[config.mk]
export PLATFORM = sky130hd
export DESIGN_NAME = mole_datapath
export DESIGN_NICKNAME = d
export VERILOG_FILES = /design/src/rtl/mole_datapath.sv
export SDC_FILE = /design/constraint.sdc
export NUM_CORES = 1
export LEC_CHECK = 0
export BUFFER_PORTS_ARGS = -buffer_cell sky130_fd_sc_hd__buf_4
export CAP_MARGIN = 10
export CELL_PAD_IN_SITES_DETAIL_PLACEMENT = 1
export CELL_PAD_IN_SITES_GLOBAL_PLACEMENT = 1
export CORE_MARGIN = 10
export CORE_UTILIZATION = 46
export CTS_CLUSTER_DIAMETER = 200
export DETAILED_ROUTE_END_ITERATION = 8
export GPL_ROUTABILITY_DRIVEN = 1
export PLACE_DENSITY = 0.85
export SETUP_SLACK_MARGIN = 0.02
export SYNTH_ARGS = -nofsm -noshare
export SYNTH_HDL_FRONTEND = slang
export SYNTH_SLANG_ARGS = --single-unit
export TNS_END_PERCENT = 100
[constraint.sdc]
create_clock -name clk -period 3 [get_ports clk]
set_input_delay 0.3 -clock clk [delete_from_list [all_inputs] [get_ports clk]]
set_output_delay 0.3 -clock clk [all_outputs]
set_load 0.05 [all_outputs]
[src/rtl/mole_datapath.sv]
// Whack-a-mole game datapath: tick prescaler, game countdown, gap and mole-window timers,
// button synchronisers and score/miss counters feeding the game FSM.
module mole_datapath #(
    parameter int unsigned TICK_DIV   = 5000000,
    parameter int unsigned GAME_TICKS = 600,
    parameter int unsigned GAP_TICKS  = 5,
    parameter int unsigned MOLE_TICKS = 10
) (
    input  logic       clk,
    input  logic       reset,
    input  logic [3:0] state,
    input  logic [3:0] btn,
    output logic       control_signal,
    output logic       timer_signal,
    output logic       delay_done,
    output logic [7:0] score,
    output logic [7:0] misses,
    output logic [9:0] time_left,
    output logic [3:0] mole_leds,
    output logic       hit_pulse
);

    localparam int unsigned PW = (TICK_DIV > 1) ? $clog2(TICK_DIV) : 1;
    localparam int unsigned GW = (GAP_TICKS > 0) ? $clog2(GAP_TICKS + 1) : 1;
    localparam int unsigned MW = (MOLE_TICKS > 0) ? $clog2(MOLE_TICKS + 1) : 1;

    localparam logic [PW-1:0] PrescLast = PW'(TICK_DIV - 1);
    localparam logic [GW-1:0] GapLast   = GW'(GAP_TICKS);
    localparam logic [MW-1:0] MoleLast  = MW'(MOLE_TICKS);
    localparam logic [9:0]    GameLoad  = 10'(GAME_TICKS);

    typedef enum logic [1:0] {PhStart, PhGame, PhMole, PhOver} phase_e;

    phase_e     phase;
    logic [1:0] mole_idx;

    logic [3:0]    sync1_q, sync2_q, sync3_q, press_q;
    logic [3:0]    state_q;
    logic          entry;
    logic [PW-1:0] presc_q, presc_d;
    logic          tick;
    logic [9:0]    time_q, time_d;
    logic          timer_q, timer_d;
    logic [GW-1:0] gap_q, gap_d;
    logic [MW-1:0] mole_q, mole_d;
    logic          wait_q, wait_d, wait_eff;
    logic          hit, timeout, gap_done;
    logic          ctrl_q, ctrl_d;
    logic          delay_q, delay_d;
    logic          hit_q, hit_d;
    logic [7:0]    score_q, score_d;
    logic [7:0]    miss_q, miss_d;
    logic [3:0]    leds_q, leds_d;

    // Out-of-range state codes decode as Start.
    always_comb begin
        phase    = PhStart;
        mole_idx = 2'd0;
        case (state)
            4'd1: phase = PhGame;
            4'd2, 4'd3, 4'd4, 4'd5: begin
                phase    = PhMole;
                mole_idx = state[1:0] - 2'd2;
            end
            4'd6: phase = PhOver;
            default: phase = PhStart;
        endcase
    end

    assign entry    = (state != state_q);
    assign wait_eff = wait_q && !entry;

    always_comb begin
        presc_d = presc_q;
        tick    = 1'b0;
        if (phase == PhStart) begin
            presc_d = '0;
        end else if (presc_q == PrescLast) begin
            presc_d = '0;
            tick    = 1'b1;
        end else begin
            presc_d = presc_q + 1'b1;
        end
    end

    always_comb begin
        time_d = time_q;
        if (phase == PhStart) begin
            time_d = GameLoad;
        end else if ((phase == PhGame || phase == PhMole) && tick && time_q != '0) begin
            time_d = time_q - 1'b1;
        end
        timer_d = (phase != PhStart) && (time_q == '0);
    end

    // Gap and mole counters saturate at their limits so they cannot wrap while waiting.
    always_comb begin
        gap_d = gap_q;
        if (phase != PhGame || entry) begin
            gap_d = '0;
        end else if (tick && gap_q != GapLast) begin
            gap_d = gap_q + 1'b1;
        end

        mole_d = mole_q;
        if (phase != PhMole || entry) begin
            mole_d = '0;
        end else if (tick && mole_q != MoleLast) begin
            mole_d = mole_q + 1'b1;
        end
    end

    always_comb begin
        hit      = (phase == PhMole) && press_q[mole_idx] && !wait_eff;
        timeout  = (phase == PhMole) && !entry && (mole_q == MoleLast) && !wait_eff && !hit;
        gap_done = (phase == PhGame) && !entry && (gap_q == GapLast) && !wait_eff &&
                   (time_q != '0);
        ctrl_d   = hit || timeout || gap_done;
        delay_d  = gap_done;
        hit_d    = hit;

        wait_d = wait_q;
        if (ctrl_d) begin
            wait_d = 1'b1;
        end else if (entry || phase == PhStart) begin
            wait_d = 1'b0;
        end

        score_d = score_q;
        miss_d  = miss_q;
        if (phase == PhStart) begin
            score_d = '0;
            miss_d  = '0;
        end else begin
            if (hit && score_q != 8'hFF) score_d = score_q + 1'b1;
            if (timeout && miss_q != 8'hFF) miss_d = miss_q + 1'b1;
        end

        leds_d = leds_q;
        if (phase != PhMole || ctrl_d) begin
            leds_d = '0;
        end else if (entry) begin
            leds_d = 4'b0001 << mole_idx;
        end
    end

    always_ff @(posedge clk or posedge reset) begin
        if (reset) begin
            sync1_q <= '0;
            sync2_q <= '0;
            sync3_q <= '0;
            press_q <= '0;
            state_q <= '0;
            presc_q <= '0;
            time_q  <= GameLoad;
            timer_q <= 1'b0;
            gap_q   <= '0;
            mole_q  <= '0;
            wait_q  <= 1'b0;
            ctrl_q  <= 1'b0;
            delay_q <= 1'b0;
            hit_q   <= 1'b0;
            score_q <= '0;
            miss_q  <= '0;
            leds_q  <= '0;
        end else begin
            sync1_q <= btn;
            sync2_q <= sync1_q;
            sync3_q <= sync2_q;
            press_q <= sync2_q & ~sync3_q;
            state_q <= state;
            presc_q <= presc_d;
            time_q  <= time_d;
            timer_q <= timer_d;
            gap_q   <= gap_d;
            mole_q  <= mole_d;
            wait_q  <= wait_d;
            ctrl_q  <= ctrl_d;
            delay_q <= delay_d;
            hit_q   <= hit_d;
            score_q <= score_d;
            miss_q  <= miss_d;
            leds_q  <= leds_d;
        end
    end

    assign control_signal = ctrl_q;
    assign timer_signal   = timer_q;
    assign delay_done     = delay_q;
    assign score          = score_q;
    assign misses         = miss_q;
    assign time_left      = time_q;
    assign mole_leds      = leds_q;
    assign hit_pulse      = hit_q;

endmodule
==> out/qor.yml, run 1 <==
layout:
  num-nets-final: 482
  final_util_pct: 55.4
  diodes: 0
  drive_above_1_share_pct: 18.7
  area_growth_pct: 15.6
  stdcell_area_um2: 4880
job:
  max-cap-violations: 0
sta:
  min_period_ps: 2650
  grt_setup_unrepaired: "no"
  drv_slew: 0
  fmax_mhz: 378
  setup_tns_ps: 0
  skew_ps: 7.12
  finalHoldViolations: 0
  finalSetupViolCount: 0
  post-route-period-util_pct: 88.2
  relSlewSlack_pct: 43.0
  max_slew.worst_pin.slew_ps: 848
  whs_ps: 37.6
detailed_routing:
  drc: 0
  drtPass1Iterations: 4
  viasPerCell: 5.64
  wl_per_cell_um: 17.3
  vias: 3236
  wl_um: 9930
  ant_nets: 0
  drt-initial-drc-count: 165
power_and_ir_drop:
  power.leakage_uw: 0.00216
  pwr-share-clk_pct: 39.0
  power_frac_seq_pct: 53.6
  p_int_uw: 1610
  switching_share_pct: 26.6
  vdd_drop_max_uv: 269
  p_switching_uw: 585
  power.density_nw_per_um2: 451
  pwr-share-comb_pct: 7.5
clocking:
  cts_htree_levels: 3
  numCtsBuffers: 9
  cts_tree: "built"
  cts.sinks: 85
  clk_pin_slew_ps: 100
  clk_latency_ps: 360
  clockRootBuffer: "clkbuf_8"
  cts.repair.resized: 0
  cts_buffer_depth: 2
global_routing:
  gr-total-overflow: 0
  grt_usage_pct: 15.9
  grt_max_degree: 45
  grt_pass1_wl_um: 17300
  antenna_found_initial: 0
  grt_pass1_vias: 3439
place:
  port_buffers: 43
  dp_hpwl_um: 7070
  placed_area_um2: 4660
  gp_congestion: 0.782
setup_path:
  cp_max_fo: 5
  reg2regPathDepth: 6
  critPathKind: "reg2reg"
  worstReg2RegEnd: "misses[7]"
  crit_path_start: "misses[0]"
  crit_required_ps: 3250
  setup.worst_path.end: "misses[7]"
  arrival_ps: 2900
  reg2reg_slack_ps: 350
  regToRegStartpoint: "misses[0]"
  cp-start-kind: "register"
  cp-end-kind: "register"
logic_synthesis:
  avgSynthCellArea_um2: 10.2
  synth.yosys.seq_area_share_pct: 50.5
  synthArstFlopShare_pct: 100
  synth_ff_type: "dfrtp_1"
  synth_cells: 415
  synth_fp_nets: 436
  synthesis.area_um2: 4220
  ys_ff_latch: 85
  synth_edf_count: 0
  yosysUniqueCellTypes: 56
  ys_warn_count: 0
floorplanning:
  dieWidth_um: 116
  initial_core_util_pct: 47.9
  coreArea_um2: 8810
  fp.dieH_um: 116
  die_area_um2: 13400
  io_pins: 44
  rows: 34
hold_path:
  hp-class: "in2reg"
run_status:
  status: "finished, final reports clean"
how the worst min path moves through the flow:
stage / cells past startpoint / start / to / slack, ps
floorplan: 0 / sync1_q[0] / sync2_q[0] / 330
global placement: 2 / reset / mole_leds[2] / 310
detailed placement: 2 / reset / mole_leds[2] / 320
CTS: 1 / btn[2] / sync1_q[2] / 20
global route: 1 / btn[2] / sync1_q[2] / 10
finish: 1 / btn[2] / sync1_q[2] / 40
final cells by class:
| cell class | instances | area (µm²) |
|---|---|---|
| inverters | 13 | 50.0 |
| fillers | 988 | 3930 |
| repair buffers | 51 | 385 |
| clock buffers | 9 | 124 |
| clock inverters | 7 | 82.6 |
| well taps | 108 | 135 |
| flip-flops and latches | 85 | 2130 |
| multi-input cells | 301 | 1970 |
synthesized netlist by cell type, types with 8 or more instances:
cell	count	area [µm²]
nand2_1	26	97.6
and3_1	8	50.1
dfrtp_1	81	2030
ha_1	11	138
nand4_1	9	56.3
a21oi_1	15	75.1
xor2_1	22	193
clkbuf_1	9	33.8
nor2_1	53	199
nand3_1	22	110
nor2b_1	19	119
or3_1	9	56.3
inv_1	13	48.8
xnor2_1	8	70.1
nor3_1	10	50.1
cells by family (layout without fill, tap and decap cells):
logic type / after synthesis / count (layout) / share of synthesized area [%]
XOR/XNOR: 30 / 30 / 6.23
adder cells (fa/ha/maj): 11 / 11 / 3.26
AND/OR/NAND/NOR: 203 / 203 / 26.8
multiplexers: 17 / 17 / 4.33
buffers and inverters: 29 / 80 / 2.82
AO/OA/AOI/OAI: 40 / 40 / 6.02
flip-flops: 85 / 85 / 50.5
stage by stage:
step,total power [µW],instances,worst slack [ps]
after floorplan,1310,415,421
after global placement,1360,557,264
after detailed placement,1370,557,-17.8
after CTS,2220,574,342
after global routing,2310,574,98.4
final,2200,574,354
repair_timing:
action | CTS | global route
hold buffers | 1 | 0
endpoints found under the hold margin | 23 | 0
setup buffers | 0 | 0
power groups by stage:
stage	logic [µW]	clock network (µW)	registers [µW]
2_1_floorplan	99.6	0	1210
3_3_place_gp	158	0	1200
3_5_place_dp	164	0	1200
4_1_cts	167	878	1180
5_1_grt	183	942	1180
6_report	164	857	1180
placed cells by master (no fill, tap or decap), types with 3 or more instances in the layout:
| cell | instances |
|---|---|
| ha_1 | 11 |
| and2_1 | 3 |
| dfrtp_1 | 81 |
| nor3_1 | 10 |
| nand3b_1 | 4 |
| or4_1 | 4 |
| clkbuf_8 | 9 |
| nor2b_1 | 19 |
| xor2_1 | 22 |
| o31ai_1 | 3 |
| nand2b_1 | 6 |
| o21ai_0 | 7 |
| dfstp_2 | 4 |
| nand3_1 | 22 |
| mux2i_1 | 7 |
| mux2_2 | 7 |
| and3_1 | 8 |
| nor4_1 | 6 |
| mux2_1 | 3 |
| xnor2_1 | 8 |
| nand2_1 | 26 |
| or3_1 | 9 |
| and4_1 | 3 |
| nor4_2 | 3 |
| inv_1 | 12 |
| buf_4 | 50 |
| nand4_1 | 9 |
| a21oi_1 | 15 |
| nor2_1 | 53 |
per-layer routing:
layer	up-vias	wire, µm	GRT usage, %
met5	-	0	0
met4	0	161	6.09
met3	12	418	3.57
met2	49	4790	25.7
li1	1533	-	-
met1	1642	4560	20.2
sequential cells by signal, summed over array words and instances, names as in the netlist, 8 cells and up:
name and count:
misses 8, time_left 10, presc_q 23, score 8
worst max-delay path, cell delays in order, from the launching register on:
cell       delay [ps]
dfrtp_1           430
ha_1              260
and3_1            180
a2111oi_1         680
nand3_1           280
nor3b_1           340
mux2_2            370
No activity file was read; power rests on OpenSTA's default activity.
==> run 2: changes to the inputs <==
--- a/config.mk
+++ b/config.mk
@@ -5,7 +5,7 @@
 export SDC_FILE = /design/constraint.sdc
 export NUM_CORES = 1
 export LEC_CHECK = 0
-export BUFFER_PORTS_ARGS = -buffer_cell sky130_fd_sc_hd__buf_4
+export BUFFER_PORTS_ARGS = -buffer_cell sky130_fd_sc_hd__clkbuf_2
 export CAP_MARGIN = 10
 export CELL_PAD_IN_SITES_DETAIL_PLACEMENT = 1
 export CELL_PAD_IN_SITES_GLOBAL_PLACEMENT = 1
==> run 2 against run 1 <==
Compared with the run above:
- non-clock buffer count unchanged
- cell count unchanged
- design area decreased by 2.7%
- die area unchanged
- via count increased by 0.22%
- first-iteration DRC count decreased by 24%
- count of clock-buffer cells in the layout unchanged
- sequential power about the same
- critical endpoint is now time_left[8]
- combinational power decreased by 4%
- worst hold slack about the same
- clock skew increased by 5.6 ps
- global-route usage decreased by 0.15 points
==> out/qor.yml, run 2 (same netlist as run 1, synthesis figures left out) <==
power_and_ir_drop:
  power.density_nw_per_um2: 442  # was 451 nW/µm²
  power.leakage_uw: 0.00211  # was 0.00216 µW
  finalPower_uw: 2100  # was 2200 µW
  vdd_drop_max_uv: 354  # was 269 µV
setup_path:
  crit_required_ps: 3250  # about the same
  arrival_ps: 2910  # was 2900 ps
  critPathKind: "reg2reg"  # unchanged
  cp_max_fo: 12  # was 5
  reg2reg_slack_ps: 340  # was 350 ps
  cp-start-kind: "register"  # unchanged
  cp-end-kind: "register"  # unchanged
place:
  placed_area_um2: 4550  # was 4660 µm²
  dp_hpwl_um: 6990  # was 7070 µm
  port_buffers: 43  # unchanged
  gp_congestion: 0.784  # was 0.782
run_status:
  status: "finished, final reports clean"  # unchanged
detailed_routing:
  drt-initial-drc-count: 125  # was 165
  drc: 0  # unchanged
  drtPass1Iterations: 4  # unchanged
  vias: 3243  # was 3236
  routed.top_layer: "met4"  # unchanged
  drt-met1-wl_um: 4470  # was 4560 µm
  wl_um: 9860  # was 9930 µm
  wl_per_cell_um: 17.2  # was 17.3 µm
  viasPerCell: 5.65  # was 5.64
  ant_nets: 0  # unchanged
  met2_length_um: 4760  # was 4790 µm
  route.met3.wl_um: 434  # was 418 µm
floorplanning:
  die_area_um2: 13400  # unchanged
  fp.dieH_um: 116  # unchanged
  coreArea_um2: 8810  # unchanged
  rows: 34  # unchanged
  dieWidth_um: 116  # unchanged
  initial_core_util_pct: 47.9  # unchanged
  io_pins: 44  # unchanged
layout:
  diodes: 0  # unchanged
  stdcell_area_um2: 4740  # was 4880 µm²
  largest_reg_flops: 23  # unchanged
  num-nets-final: 482  # unchanged
  area_growth_pct: 12.5  # was 15.6%
  layout_commonest_cell: "dfrtp_1"  # unchanged
  drive_above_1_share_pct: 18.7  # unchanged
  final_util_pct: 53.9  # was 55.4%
  final_cell_mix: "81 x dfrtp_1, 53 x nor2_1, 43 x clkbuf_2"  # was 81 x dfrtp_1, 53 x nor2_1, 50 x buf_4
  largest-register: "presc_q"  # unchanged
clocking:
  clk_pin_slew_ps: 90  # was 100 ps
  cts_setup_buffers: 0  # unchanged
  cts_buffer_depth: 2  # unchanged
  cts_tree: "built"  # unchanged
  cts.sinks: 85  # unchanged
  cts_htree_levels: 3  # unchanged
  clk_latency_ps: 360  # about the same
  numCtsBuffers: 9  # unchanged
  clockRootBuffer: "clkbuf_8"  # unchanged
sta:
  finalHoldViolations: 0  # unchanged
  post-route-period-util_pct: 88.6  # was 88.2%
  min_period_ps: 2660  # was 2650 ps
  skew_ps: 12.7  # was 7.12 ps
  grt_setup_unrepaired: "no"  # unchanged
  setup_tns_ps: 0  # unchanged
  relSlewSlack_pct: 41.8  # was 43.0%
  max_slew.worst_pin.slew_ps: 865  # was 848 ps
  fmax_mhz: 376  # was 378 MHz
  finalSetupViolCount: 0  # unchanged
  drv_slew: 0  # unchanged
global_routing:
  grt_pass1_vias: 3451  # was 3439
  grt_pass1_wl_um: 17000  # was 17300 µm
  gr-total-overflow: 0  # unchanged
  grt_usage_pct: 15.7  # was 15.9%
  antenna_found_initial: 0  # unchanged
  grt_max_degree: 45  # unchanged
hold_path:
  hp-class: "in2reg"  # unchanged
job:
  max-cap-violations: 0  # unchanged
==> run 2: changes by cell type in the layout (fill, tap and decap cells not counted), sizes merged <==
| cell | previous run | this run |
|---|---|---|
| buf | 50 | 7 |
| inv | 15 | 14 |
| clkbuf | 9 | 52 |
| bufinv | 1 | 0 |
| clkinvlp | 2 | 3 |
| clkinv | 2 | 3 |
==> run 2: timing repair <==
action	CTS	global route
endpoints found under the hold margin	21	0
hold buffers	1	0
resized for setup	0	0
==> run 2: layout make-up <==
class / count / area, µm²
fillers: 1011 / 4060
flip-flops and latches: 85 / 2130
multi-input cells: 301 / 1970
repair buffers: 51 / 278
well taps: 108 / 135
clock buffers: 9 / 124
clock inverters: 7 / 57.6
inverters: 13 / 50.0
==> run 2: path summary, 6_finish.rpt <==
| check | start | to | cells past startpoint |
|---|---|---|---|
| worst min-delay path | btn[1] | sync1_q[1] | 1 |
| worst max-delay path | presc_q[15] | time_left[8] | 5 |
| worst max register to register | presc_q[15] | time_left[8] | 5 |
| min in group asynchronous | reset | misses[2] | 3 |
| max in group asynchronous | reset | time_left[9] | 4 |
| worst min register to register | sync1_q[0] | sync2_q[0] | 0 |
==> run 2: worst max-delay path: stages, from the launching register on <==
cell,delay [ps]
dfrtp_1,420
or4b_1,580
nor3_1,310
nand4b_2,390
nor4_1,480
mux2_1,360
==> run 2: stage by stage <==
step	hold WS, ps	cells	worst slack (ps)
after floorplan	331	415	421
after global placement	334	557	193
after detailed placement	336	557	113
after CTS	15.8	574	323
after global routing	12.2	574	201
final	37.8	574	342
==> run 2: metal layers <==
layer	up-vias	global-route usage, %
li1	1537	-
met1	1631	19.9
met2	62	25.4
met3	13	3.31
met4	0	6.67
met5	-	0
==> run 2: power breakdown <==
group | switching, µW | total (µW) | internal (µW)
logic | 114 | 157 | 43.7
clock network | 453 | 762 | 309
registers | 11.3 | 1180 | 1170
total | 578 | 2100 | 1520
